[config.mk]
export PLATFORM = sky130hd
export DESIGN_NAME = spi_ram_ctrl
export DESIGN_NICKNAME = d
export VERILOG_FILES = /design/src/rtl/spi_ram_pkg.sv /design/src/rtl/spi_ram_ctrl.sv
export SDC_FILE = /design/constraint.sdc
export NUM_CORES = 1
export LEC_CHECK = 0
export CAP_MARGIN = 15
export CELL_PAD_IN_SITES_DETAIL_PLACEMENT = 0
export CELL_PAD_IN_SITES_GLOBAL_PLACEMENT = 1
export CORE_MARGIN = 2
export CORE_UTILIZATION = 39
export CTS_CLUSTER_SIZE = 16
export DETAILED_ROUTE_END_ITERATION = 16
export GPL_ROUTABILITY_DRIVEN = 0
export PLACE_DENSITY_LB_ADDON = 0.1
export RECOVER_POWER = 100
export SYNTH_ARGS = -nofsm -noshare
export SYNTH_HDL_FRONTEND = slang
export SYNTH_SLANG_ARGS = --single-unit
[constraint.sdc]
create_clock -name i_clk -period 1.92 [get_ports i_clk]
set_input_delay 0.192 -clock i_clk [delete_from_list [all_inputs] [get_ports i_clk]]
set_output_delay 0.192 -clock i_clk [all_outputs]
set_load 0.01 [all_outputs]
[src/rtl/spi_ram_pkg.sv]
// Shared command codes and FSM state encoding for the SPI RAM command sequencer.
package spi_ram_pkg;

    localparam logic [1:0] CMD_WR_ADDR = 2'b00;
    localparam logic [1:0] CMD_WR_DATA = 2'b01;
    localparam logic [1:0] CMD_RD_ADDR = 2'b10;
    localparam logic [1:0] CMD_RD_DATA = 2'b11;

    typedef enum logic [1:0] {
        ST_IDLE  = 2'd0,
        ST_WRITE = 2'd1,
        ST_READ  = 2'd2,
        ST_RESP  = 2'd3
    } state_t;

endpackage

[src/rtl/spi_ram_ctrl.sv]
// Command sequencer between the SPI slave and a negedge-write register file.
// Define SPI_RAM_ADDR_AUTO_INC_EN to post-increment addresses after each write/read.
module spi_ram_ctrl
    import spi_ram_pkg::*;
#(
    parameter int DATA_WIDTH   = 8,
    parameter int ADDRESS_SIZE = 8
) (
    input  logic                    i_clk,
    input  logic                    i_rst,
    input  logic                    i_rx_valid,
    input  logic [DATA_WIDTH+1:0]   i_rx_data,
    output logic [ADDRESS_SIZE-1:0] o_mem_address,
    output logic [DATA_WIDTH-1:0]   o_mem_data,
    output logic                    o_mem_wr_en,
    input  logic [DATA_WIDTH-1:0]   i_mem_data,
    output logic [DATA_WIDTH-1:0]   o_tx_data,
    output logic                    o_tx_valid,
    output logic                    o_busy,
    output logic                    o_err
);

    state_t                  state;
    logic [ADDRESS_SIZE-1:0] wr_addr_q;
    logic [ADDRESS_SIZE-1:0] rd_addr_q;
    logic                    rd_addr_vld;

    logic [1:0]              cmd;
    logic [DATA_WIDTH-1:0]   payload;
    logic [ADDRESS_SIZE-1:0] addr_in;

    assign cmd     = i_rx_data[DATA_WIDTH+1:DATA_WIDTH];
    assign payload = i_rx_data[DATA_WIDTH-1:0];
    assign addr_in = payload[ADDRESS_SIZE-1:0];

`ifdef SPI_RAM_ADDR_AUTO_INC_EN
    logic [ADDRESS_SIZE-1:0] wr_addr_next;
    logic [ADDRESS_SIZE-1:0] rd_addr_next;

    // Natural overflow of the address width gives the max -> 0 wrap.
    assign wr_addr_next = wr_addr_q + 1'b1;
    assign rd_addr_next = rd_addr_q + 1'b1;
`endif

    // o_mem_data doubles as the write-data register; it is only consumed while wr_en is high.
    always_ff @(posedge i_clk or posedge i_rst) begin
        if (i_rst) begin
            state         <= ST_IDLE;
            wr_addr_q     <= '0;
            rd_addr_q     <= '0;
            rd_addr_vld   <= 1'b0;
            o_mem_address <= '0;
            o_mem_data    <= '0;
            o_mem_wr_en   <= 1'b0;
            o_tx_data     <= '0;
            o_tx_valid    <= 1'b0;
            o_busy        <= 1'b0;
            o_err         <= 1'b0;
        end else begin
            o_err <= 1'b0;
            case (state)
                ST_IDLE: begin
                    if (i_rx_valid) begin
                        case (cmd)
                            CMD_WR_ADDR: begin
                                wr_addr_q     <= addr_in;
                                o_mem_address <= addr_in;
                            end
                            CMD_WR_DATA: begin
                                o_mem_data  <= payload;
                                o_mem_wr_en <= 1'b1;
                                o_busy      <= 1'b1;
                                state       <= ST_WRITE;
                            end
                            CMD_RD_ADDR: begin
                                rd_addr_q   <= addr_in;
                                rd_addr_vld <= 1'b1;
                            end
                            default: begin
                                if (rd_addr_vld) begin
                                    o_mem_address <= rd_addr_q;
                                    o_busy        <= 1'b1;
                                    state         <= ST_READ;
                                end else begin
                                    o_err <= 1'b1;
                                end
                            end
                        endcase
                    end
                end
                ST_WRITE: begin
                    o_mem_wr_en <= 1'b0;
                    o_busy      <= 1'b0;
                    state       <= ST_IDLE;
`ifdef SPI_RAM_ADDR_AUTO_INC_EN
                    wr_addr_q     <= wr_addr_next;
                    o_mem_address <= wr_addr_next;
`endif
                end
                ST_READ: begin
                    o_tx_data     <= i_mem_data;
                    o_tx_valid    <= 1'b1;
                    o_mem_address <= wr_addr_q;
                    state         <= ST_RESP;
`ifdef SPI_RAM_ADDR_AUTO_INC_EN
                    rd_addr_q <= rd_addr_next;
`endif
                end
                ST_RESP: begin
                    o_tx_valid <= 1'b0;
                    o_busy     <= 1'b0;
                    state      <= ST_IDLE;
                end
                default: state <= ST_IDLE;
            endcase
            // Frames arriving mid-operation are dropped and flagged.
            if (state != ST_IDLE && i_rx_valid)
                o_err <= 1'b1;
        end
    end

endmodule

==> results.cfg <==
[worst_setup_path]
worst_ep_arrival_time_ns = 1.97
path_max_fanout = 8
path_class = in -> reg
end_kind = flip-flop
required_ns = 2.10
crit_path_start_kind = primary input

[final_layout]
layout.nets = 235
num_antenna_cells = 0
fin_area_sq_mm = 0.00274
fin_util_pct = 53.6
area_growth_pct = 32.6
drive_above_1_share_pct = 27.6

[synth]
synth_top_area_share_pct = 57.0
synth_cell_type_count = 24
yosysMostFrequentCell = dfrtp_1
synthesis.nets = 176
yosysWarnings = 0
ys_seq_area_share_pct = 57.0
synthCells = 150
ys_async_sr_fraction_pct = 100
synth_seq_cells = 47
synthTopCellsByArea = dfrtp_1, mux2_2, mux2i_1
synth_edf_count = 0
synth_ff_type = dfrtp_1
yosys.area.top_type = dfrtp_1
syn_area_sq_mm = 0.00206
ys_top_cells_by_count = dfrtp_1, mux2_2, mux2i_1, nand2_1, o21ai_1
synth_area_per_cell_sq_um = 13.8

[sta]
fmax_ghz = 0.560
slew_headroom_pct = 13.2
period_needed_ns = 1.79
hold_violations = 0
tightestPinTransition_ns = 1.30
post-route-period-util_pct = 93.1
slew_viol_final = 0
rsz0062_at_grt = false
fin_tns_setup_ns = 0
clock-skew-final_ns = 0.00317
fin_ws_ns = 0.133
setup_violations = 0

[clocking]
cts_buffers = 5
cts_sinks = 47
clk_pin_slew_ns = 0.08
clock_latency_ns = 0.29
cts_resized = 0
post_cts_buffers = 0
h-tree-depth = 2
hold_buffers = 0
clockBufferDepth = 2
cts_tree = done
cts_root_buffer = clkbuf_8

[power]
p_leak_nw = 1.19
power_density_mw_per_mm2 = 1470
ir_worst_vdd_v = 0.000642
total_power_mw = 4.02

[global_routing]
grt_pass1_wl_mm = 6.77
grt_max_degree = 26
antenna_found_initial = 0
track_usage_pct = 14.6
grt_pass1_vias = 1391
grt_overflow = 0

[run_status]
outcome = finished clean

[placement]
pre_cts_slack_ns = -0.136
numPortBuffers = 48
dpl_cell_area_sq_mm = 0.00266
dp_hpwl_mm = 2.87

[floorplan]
fp.dieW_microns = 76.8
start_util_pct = 40.4
fp.dieArea_sq_mm = 0.00589
num_rows = 26
io_pins = 49
die_h_microns = 76.8
fp.coreArea_sq_mm = 0.00511

[flow_run]
maxCapViolations = 0

[route]
vias = 1329
firstDrtPassIters = 4
wirelength_mm = 3.98
drt-initial-drc-count = 32
wl_per_cell_microns = 14.2
drc_errors = 0
routed_via_density = 4.75
ant_nets = 0

[min_path]
hold_class = reg -> reg
==> cell families after synthesis <==
family / after synthesis / share of synthesized area [%]
buf+inv: 13 / 4.06
simple gates: 20 / 5.15
flops: 47 / 57.0
compound gates: 17 / 5.09
mux: 48 / 25.7
fa+ha+maj: 5 / 3.03
==> through the flow <==
| stage | cells | hold slack, ns |
|---|---|---|
| CTS | 280 | 0.264 |
| global route | 280 | 0.504 |
| detailed placement | 272 | 0.472 |
| global placement | 272 | 0.468 |
| finish | 280 | 0.481 |
| floorplan | 150 | 0.327 |
==> state kept, by name, summed over array words and instances, names as in the netlist <==
name,cells
o_tx_data,8
o_mem_wr_en,1
rd_addr_vld,1
o_tx_valid,1
o_mem_data,8
rd_addr_q,8
o_busy,1
wr_addr_q,8
state,2
o_err,1
o_mem_address,8
==> power breakdown <==
part | internal, mW | switching (mW) | leakage (nW)
clock | 0.329 | 0.314 | 0.0515
combinational | 0.977 | 0.690 | 0.578
sequential | 1.48 | 0.233 | 0.562
total | 2.79 | 1.24 | 1.19
==> layout make-up <==
| cell class | instances | area (sq um) |
|---|---|---|
| multi-input cells | 90 | 801 |
| fillers | 466 | 2370 |
| well taps | 70 | 87.6 |
| repair buffers | 60 | 554 |
| clock buffers | 8 | 100 |
| inverters | 5 | 18.8 |
| flip-flops and latches | 47 | 1180 |
==> cell usage in the layout (no fill, tap or decap), types with 3 or more instances in the layout <==
cell,count
a21oi_1,4
and3_1,3
buf_4,6
clkbuf_1,4
clkbuf_8,7
clkdlybuf4s50_1,18
dfrtp_1,47
dlygate4sd3_1,30
ha_1,5
inv_1,4
mux2_2,38
mux2i_1,8
nand2_1,8
nor2_1,3
o21ai_1,8
==> layer usage <==
layer	wire length [microns]	vias to the layer above	global-route usage [%]	part of all wire [%]
met5	0	-	0	0
met2	2100	28	25.1	53
met1	1660	666	17.7	42
met4	30	0	4.91	0.75
li1	-	631	-	-
met3	195	4	3.88	4.9
==> worst paths after layout <==
check | from | slack, ns | end | cells past startpoint
hold reg to reg | o_tx_valid | 0.48 | o_tx_valid | 1
min in group asynchronous | i_rst | 0.75 | o_tx_data[4] | 3
setup / recovery | i_rx_data[9] | 0.13 | o_mem_address[6] | 7
setup reg to reg | state[0] | 0.25 | o_mem_address[0] | 5
max in group asynchronous | i_rst | 0.38 | rd_addr_q[1] | 3
hold / removal | o_tx_valid | 0.48 | o_tx_valid | 1
==> worst max-delay path, stage by stage <==
cell,delay [ns]
dlygate4sd3_1,0.55
inv_1,0.06
ha_1,0.27
inv_1,0.06
o211ai_1,0.12
a21oi_4,0.34
mux2_2,0.38
No activity file was read; power rests on OpenSTA's default activity.
